File: src/rtl/datapath_sequencer.sv
// Control sequencer for the regfile/shifter/ALU datapath: steps one instruction per start,
// driving registered load/select/write strobes, a retired-instruction count and an illegal-opcode flag.
module datapath_sequencer #(
    parameter int unsigned ICNT_W       = 16,
    parameter bit          ILLEGAL_TRAP = 1'b1
) (
    input  logic              clk,
    input  logic              reset,
    input  logic              s,
    input  logic [2:0]        opcode,
    input  logic [1:0]        op,
    output logic              w,
    output logic [2:0]        nsel,
    output logic [1:0]        vsel,
    output logic              loada,
    output logic              loadb,
    output logic              asel,
    output logic              bsel,
    output logic              loadc,
    output logic              loads,
    output logic              write,
    output logic              err,
    output logic [ICNT_W-1:0] icount
);

    localparam int unsigned INSTR_W = 5;

    localparam logic [INSTR_W-1:0] I_MOV_IMM = 5'b110_10;
    localparam logic [INSTR_W-1:0] I_MOV_REG = 5'b110_00;
    localparam logic [INSTR_W-1:0] I_ADD     = 5'b101_00;
    localparam logic [INSTR_W-1:0] I_CMP     = 5'b101_01;
    localparam logic [INSTR_W-1:0] I_AND     = 5'b101_10;
    localparam logic [INSTR_W-1:0] I_MVN     = 5'b101_11;

    localparam logic [2:0] NSEL_RM = 3'b001;
    localparam logic [2:0] NSEL_RD = 3'b010;
    localparam logic [2:0] NSEL_RN = 3'b100;
    localparam logic [1:0] VSEL_C  = 2'b00;
    localparam logic [1:0] VSEL_IMM = 2'b10;

    typedef enum logic [2:0] {
        S_WAIT,
        S_DECODE,
        S_GET_A,
        S_GET_B,
        S_ALU,
        S_WR_IMM,
        S_WR_REG,
        S_ERR
    } state_t;

    state_t              state, state_nx;
    logic [INSTR_W-1:0]  ir, ir_nx;
    logic                err_nx;
    logic [ICNT_W-1:0]   icount_nx;
    logic                retire;

    logic                w_nx, loada_nx, loadb_nx, asel_nx, bsel_nx;
    logic                loadc_nx, loads_nx, write_nx;
    logic [2:0]          nsel_nx;
    logic [1:0]          vsel_nx;

    // State, latched instruction, flags and the registered strobes
    always_ff @(posedge clk or negedge reset) begin
        if (!reset) begin
            state  <= S_WAIT;
            ir     <= '0;
            err    <= 1'b0;
            icount <= '0;
            w      <= 1'b1;
            nsel   <= '0;
            vsel   <= '0;
            loada  <= 1'b0;
            loadb  <= 1'b0;
            asel   <= 1'b0;
            bsel   <= 1'b0;
            loadc  <= 1'b0;
            loads  <= 1'b0;
            write  <= 1'b0;
        end else begin
            state  <= state_nx;
            ir     <= ir_nx;
            err    <= err_nx;
            icount <= icount_nx;
            w      <= w_nx;
            nsel   <= nsel_nx;
            vsel   <= vsel_nx;
            loada  <= loada_nx;
            loadb  <= loadb_nx;
            asel   <= asel_nx;
            bsel   <= bsel_nx;
            loadc  <= loadc_nx;
            loads  <= loads_nx;
            write  <= write_nx;
        end
    end

    // Next state, instruction capture, retire and illegal handling
    always_comb begin
        state_nx  = state;
        ir_nx     = ir;
        err_nx    = err;
        retire    = 1'b0;
        case (state)
            S_WAIT: begin
                if (s) begin
                    ir_nx    = {opcode, op};
                    state_nx = S_DECODE;
                end
            end
            S_DECODE: begin
                case (ir)
                    I_MOV_IMM:              state_nx = S_WR_IMM;
                    I_MOV_REG, I_MVN:       state_nx = S_GET_B;
                    I_ADD, I_AND, I_CMP:    state_nx = S_GET_A;
                    default: begin
                        err_nx   = 1'b1;
                        state_nx = ILLEGAL_TRAP ? S_ERR : S_WAIT;
                    end
                endcase
            end
            S_GET_A: state_nx = S_GET_B;
            S_GET_B: state_nx = S_ALU;
            S_ALU: begin
                if (ir == I_CMP) begin
                    state_nx = S_WAIT;
                    retire   = 1'b1;
                end else begin
                    state_nx = S_WR_REG;
                end
            end
            S_WR_IMM, S_WR_REG: begin
                state_nx = S_WAIT;
                retire   = 1'b1;
            end
            S_ERR:   state_nx = S_ERR;
            default: state_nx = S_WAIT;
        endcase
        icount_nx = retire ? icount + ICNT_W'(1) : icount;
    end

    // Strobes are decoded from the next state so they register in step with it
    always_comb begin
        w_nx     = 1'b0;
        nsel_nx  = '0;
        vsel_nx  = VSEL_C;
        loada_nx = 1'b0;
        loadb_nx = 1'b0;
        asel_nx  = 1'b0;
        bsel_nx  = 1'b0;
        loadc_nx = 1'b0;
        loads_nx = 1'b0;
        write_nx = 1'b0;
        case (state_nx)
            S_WAIT: w_nx = 1'b1;
            S_GET_A: begin
                nsel_nx  = NSEL_RN;
                loada_nx = 1'b1;
            end
            S_GET_B: begin
                nsel_nx  = NSEL_RM;
                loadb_nx = 1'b1;
            end
            S_ALU: begin
                if (ir_nx == I_MOV_REG) begin
                    asel_nx  = 1'b1;
                    loadc_nx = 1'b1;
                end else if (ir_nx == I_CMP) begin
                    loads_nx = 1'b1;
                end else begin
                    loadc_nx = 1'b1;
                    loads_nx = 1'b1;
                end
            end
            S_WR_IMM: begin
                nsel_nx  = NSEL_RN;
                vsel_nx  = VSEL_IMM;
                write_nx = 1'b1;
            end
            S_WR_REG: begin
                nsel_nx  = NSEL_RD;
                vsel_nx  = VSEL_C;
                write_nx = 1'b1;
            end
            default: ;
        endcase
    end

endmodule
File: config.mk
export PLATFORM = sky130hd
export DESIGN_NAME = datapath_sequencer
export DESIGN_NICKNAME = d
export VERILOG_FILES = /design/src/rtl/datapath_sequencer.sv
export SDC_FILE = /design/constraint.sdc
export NUM_CORES = 1
export LEC_CHECK = 0
export ABC_AREA = 1
export CORE_MARGIN = 2
export CORE_UTILIZATION = 50
export CTS_BUF_LIST = sky130_fd_sc_hd__clkbuf_8
export DETAILED_ROUTE_END_ITERATION = 8
export PLACE_DENSITY_LB_ADDON = 0.25
export SYNTH_ARGS = -nofsm -noshare
export SYNTH_HDL_FRONTEND = slang
export SYNTH_SLANG_ARGS = --single-unit
File: constraint.sdc
create_clock -name clk -period 2.5 [get_ports clk]
set_input_delay 0.5 -clock clk [delete_from_list [all_inputs] [get_ports clk]]
set_output_delay 0.5 -clock clk [all_outputs]
set_load 0.05 [all_outputs]
# Yosys cells after proc, flatten, opt, wreduce, memory -nomap -nowiden
# Index checks and enable logic that the tools add are counted.
# Widths: inputs -> output; s select.
# totals
reg_bits,37
input_bits,8
out_inout_bits,30
elab_cells,65
# classes
add_sub_neg,1
n_eq_ne,20
mux,21
n_bitwise,1
n_reduce_logical,9
# op_table
op,n
$eq 5x5->1 const B,8
$eq 3x3->1 const B,7
$pmux 3 s7,1
$pmux 3 s3,2
$add 16x1->16 const B,1
$eq 3x2->1 const B,4
$mux 1,12
$mux 5,2
$reduce_or 2->1,4
$logic_not 3->1,2
$mux 3,2
$reduce_or 6->1,1
$eq 3x1->1 const B,1
$reduce_or 3->1,1
$mux 2,1
$pmux 1 s2,1
$reduce_and 2->1,1
$not 1->1,1

# Longest topological paths before layout
# depth
word_depth,7
depth_mapped,9
depth_no_buf,9

# Worst setup path before layout
# Ideal clock, no wire load.
# synth_timing
path_type,flip-flop to flip-flop
start,register icount[0]
end,register icount[14]
arrival_ns,1.667
required_time_ns,2.382
slack_ns,0.715
stages_incl_launch_ff,9
n_path_buf,0
period_less_slack_ns,1.785
cell_sequence,dfrtp_1 > ha_1 > inv_1 > nor3_1 > nand3_1 > nand2_1 > nand2_1 > nand2_1 > nand2_1
# synth_via
elab_chain_len,1
# synth_rtl
item,line_no,text
"start, declared",23,output logic [ICNT_W-1:0] icount
"start signal, assigned",84,icount <= icount_nx;
$add 16x1->16,139,icount_nx = retire ? icount + ICNT_W'(1) : icount;
# Every way passes these cells.
# A chain may end at the register's enable or synchronous reset.

# Worst setup path after layout
# layout_timing
start,register w
end,output w
# layout_rtl
item,line_no,text
"start, declared",12,"output logic w,"
"start signal, assigned",85,w <= w_nx;
# No word-level cell between the ends.

==> results.json <==
{
  "status": "completed",
  "startpoint": "w$_DFF_PN1_",
  "track_usage": 0.2083,
  "path_buf_inv": 1,
  "ys_types": 31,
  "initial_core_util": 0.5281,
  "worstSetupPathType": "flip-flop to primary output",
  "ctsRootBufferMaster": "clkbuf_8",
  "insertion_delay_ns": 0.29,
  "grt_pass1_vias": 1531,
  "cp_data_arrival_time_ns": 1.60,
  "rsz0062_at_grt": "no",
  "grt_max_degree": 37,
  "boundaryPins": 38,
  "fp.coreArea_sq_mm": 0.003744,
  "cts.path.max_buffers": 2,
  "tns_ns": 0,
  "tritoncts": "done",
  "cpPeakStageDelay_ns": 0.79,
  "place_area_sq_mm": 0.002364,
  "drt_iter0_drc": 112,
  "reg2reg_to": "icount[14]$_DFFE_PN0P_",
  "via_per_inst": 4.948,
  "synth_area_sq_mm": 0.001977,
  "cpLargestDelayFamily": "buffers and inverters",
  "setup_viol": 0,
  "vias": 1697,
  "dp_hpwl_microns": 2985,
  "clk_pin_slew_worst_paths_ns": 0.06,
  "hp-class": "flip-flop to flip-flop",
  "synth-warning-count": 0,
  "area_growth_pct": 24.43,
  "vdd_drop_max_uv": 418.0,
  "nets": 304,
  "drive_gt1_frac": 0.1254,
  "drcViolationCount": 0,
  "synth.largest_area_cell": "dfrtp_1",
  "fmax_mhz": 476.8,
  "critical_path_required_ns": 2.00,
  "cts_sinks": 36,
  "die_x_microns": 66.88,
  "tightest_slew_ns": 0.5206,
  "gp_congestion": 0.8745,
  "num-fill-cells": 349,
  "slew_violations": 0,
  "leakagePower_uw": 0.001142,
  "wl_per_cell_microns": 11.96,
  "worst_slack_ns": 0.4025,
  "cap_violations": 0,
  "p_total_uw": 1058,
  "ctsResizeCount": 0,
  "antenna_found_initial": 0,
  "synthArstFlopShare": 1.000,
  "cp-endpoint": "w",
  "synthTopCellsByCount": "nand2_1, dfrtp_1, inv_1, nor2_1, nand3_1",
  "hold_viol": 0,
  "relSlewSlack": 0.6519,
  "avgSynthCellArea_sq_um": 7.722,
  "synth_seq_cells": 36,
  "dr.pass1.iters": 4,
  "io_buffers": 35,
  "synth_edf_count": 0,
  "rr_worst_depth": 8,
  "critical_path.cell_chain": "clkdlybuf4s50_1",
  "synthTopCellsByArea": "dfrtp_1, nand2_1, inv_1",
  "post-route-period-util": 0.8390,
  "timing.final.crit_period_ns": 2.098,
  "rows": 22,
  "drtAntennaViolNets": 0,
  "finalWirelength_microns": 4101,
  "cp.depth": 1,
  "synth_top_area_frac": 0.4430,
  "grt_pass1_wl_microns": 6893,
  "multi_input_area_sq_um": 922.1,
  "numCtsBuffers": 5,
  "fin_area_sq_mm": 0.002460,
  "grt_overflow": 0,
  "post_cts_buffers": 0,
  "antennaDiodeCount": 0,
  "fin_worst_skew_ns": 0.009183,
  "crit_fanout": 1,
  "seq_area_frac_synth": 0.4563,
  "yosysMostFrequentCell": "nand2_1",
  "cts.hold.buffers_added": 0,
  "startpoint_type": "flip-flop",
  "syn_inst": 256,
  "preCtsSetupSlack_ns": 0.5670,
  "cp-end-kind": "primary output",
  "die_y_microns": 66.88,
  "power_density_mw_per_mm2": 430.1,
  "reg2reg_from": "icount[0]$_DFFE_PN0P_",
  "die_area_sq_mm": 0.004473,
  "reg2reg_slack_ns": 0.89,
  "ys.flop_type": "dfrtp_1",
  "regArea_sq_um": 902.1,
  "h-tree-depth": 2,
  "cp_slowest_cell": "clkdlybuf4s50_1"
}
-- layer usage --
layer,vias up,global-route usage,wire length [microns]
met1,769,0.2557,1840
li1,873,-,-
met2,46,0.3300,1902
met3,9,0.05405,237
met5,-,0,0
met4,0,0.1199,120
-- report_power, final --
group | internal [uW] | switching, uW | leakage (uW)
Clock | 245 | 197 | 0.0000503
Combinational | 11.9 | 21.8 | 0.000634
Sequential | 583 | 0 | 0.000458
-- cell usage in the layout (no fill, tap or decap) --
cell | netlist | final
o21ai_0 | 11 | 11
nand4_1 | 4 | 4
clkbuf_8 | 0 | 7
and2_1 | 1 | 1
nor2_1 | 24 | 24
buf_4 | 2 | 1
nor3_2 | 2 | 2
a21boi_1 | 1 | 1
nor2_4 | 4 | 4
nor3_1 | 6 | 6
conb_1 | 1 | 2
nand3b_1 | 2 | 2
inv_2 | 5 | 5
nand2_1 | 84 | 84
dfrtp_1 | 35 | 35
xor2_1 | 6 | 6
inv_1 | 24 | 24
nand3_2 | 4 | 4
nand3_4 | 1 | 1
inv_4 | 2 | 2
o21ai_1 | 3 | 3
clkdlybuf4s50_1 | 0 | 35
dfstp_2 | 1 | 1
ha_1 | 1 | 1
xnor2_1 | 2 | 2
nand2_2 | 8 | 8
o21bai_1 | 1 | 1
a21oi_1 | 3 | 3
nor2_2 | 2 | 2
nand3_1 | 13 | 13
-- metrics by stage --
stage	cells	utilization	hold WS, ns
3_3_place_gp	336	0.6314	0.4614
6_report	343	0.6571	0.4872
4_1_cts	343	0.6571	0.4902
3_5_place_dp	336	0.6314	0.4630
2_1_floorplan	257	-	0.2044
5_1_grt	343	0.6571	0.4970
-- worst reg2reg max path, cell delays in order (launching register included) --
cell and delay [ns]:
dfrtp_1 0.46, ha_1 0.28, inv_1 0.08, nor3_1 0.36, nand3_1 0.12, nand2_1 0.08
nand2_1 0.05, nand2_1 0.05, nand2_1 0.04
-- state kept, by name, summed over array words and instances, names as in the netlist --
register / cells
err: 1
state: 3
loads: 1
asel: 1
w: 1
ir: 5
loadc: 1
loada: 1
vsel: 1
nsel: 3
write: 1
icount: 16
loadb: 1
-- kinds of logic (layout without fill, tap and decap cells) --
kind of cell / after synthesis / count (layout) / synth area share
AOI/OAI and AO/OA: 19 / 19 / 0.05063
xor gates and xnor gates: 8 / 8 / 0.03544
adders and majority gates: 1 / 1 / 0.006328
buffers and inverters: 36 / 74 / 0.07911
DFF: 36 / 36 / 0.4563
other: 1 / 2 / 0.001897
and+or+nand+nor: 155 / 155 / 0.3703
-- cell type report --
cell class	count	area share
repair buffers	36	0.1455
well taps	48	0.02442
clock buffers	7	0.03917
flip-flops and latches	36	0.3667
inverters	31	0.04934
multi-input cells	185	0.3749
-- worst min-delay path by stage --
stage	start	to	slack (ns)	depth (start not counted)
after floorplan	reset	asel$_DFF_PN0_	0.20	0
after global placement	err$_DFFE_PN0P_	err$_DFFE_PN0P_	0.46	1
after detailed placement	err$_DFFE_PN0P_	err$_DFFE_PN0P_	0.46	1
after CTS	err$_DFFE_PN0P_	err$_DFFE_PN0P_	0.49	1
after global routing	err$_DFFE_PN0P_	err$_DFFE_PN0P_	0.50	1
final	err$_DFFE_PN0P_	err$_DFFE_PN0P_	0.49	1
Power figures use the tool's default switching activity.
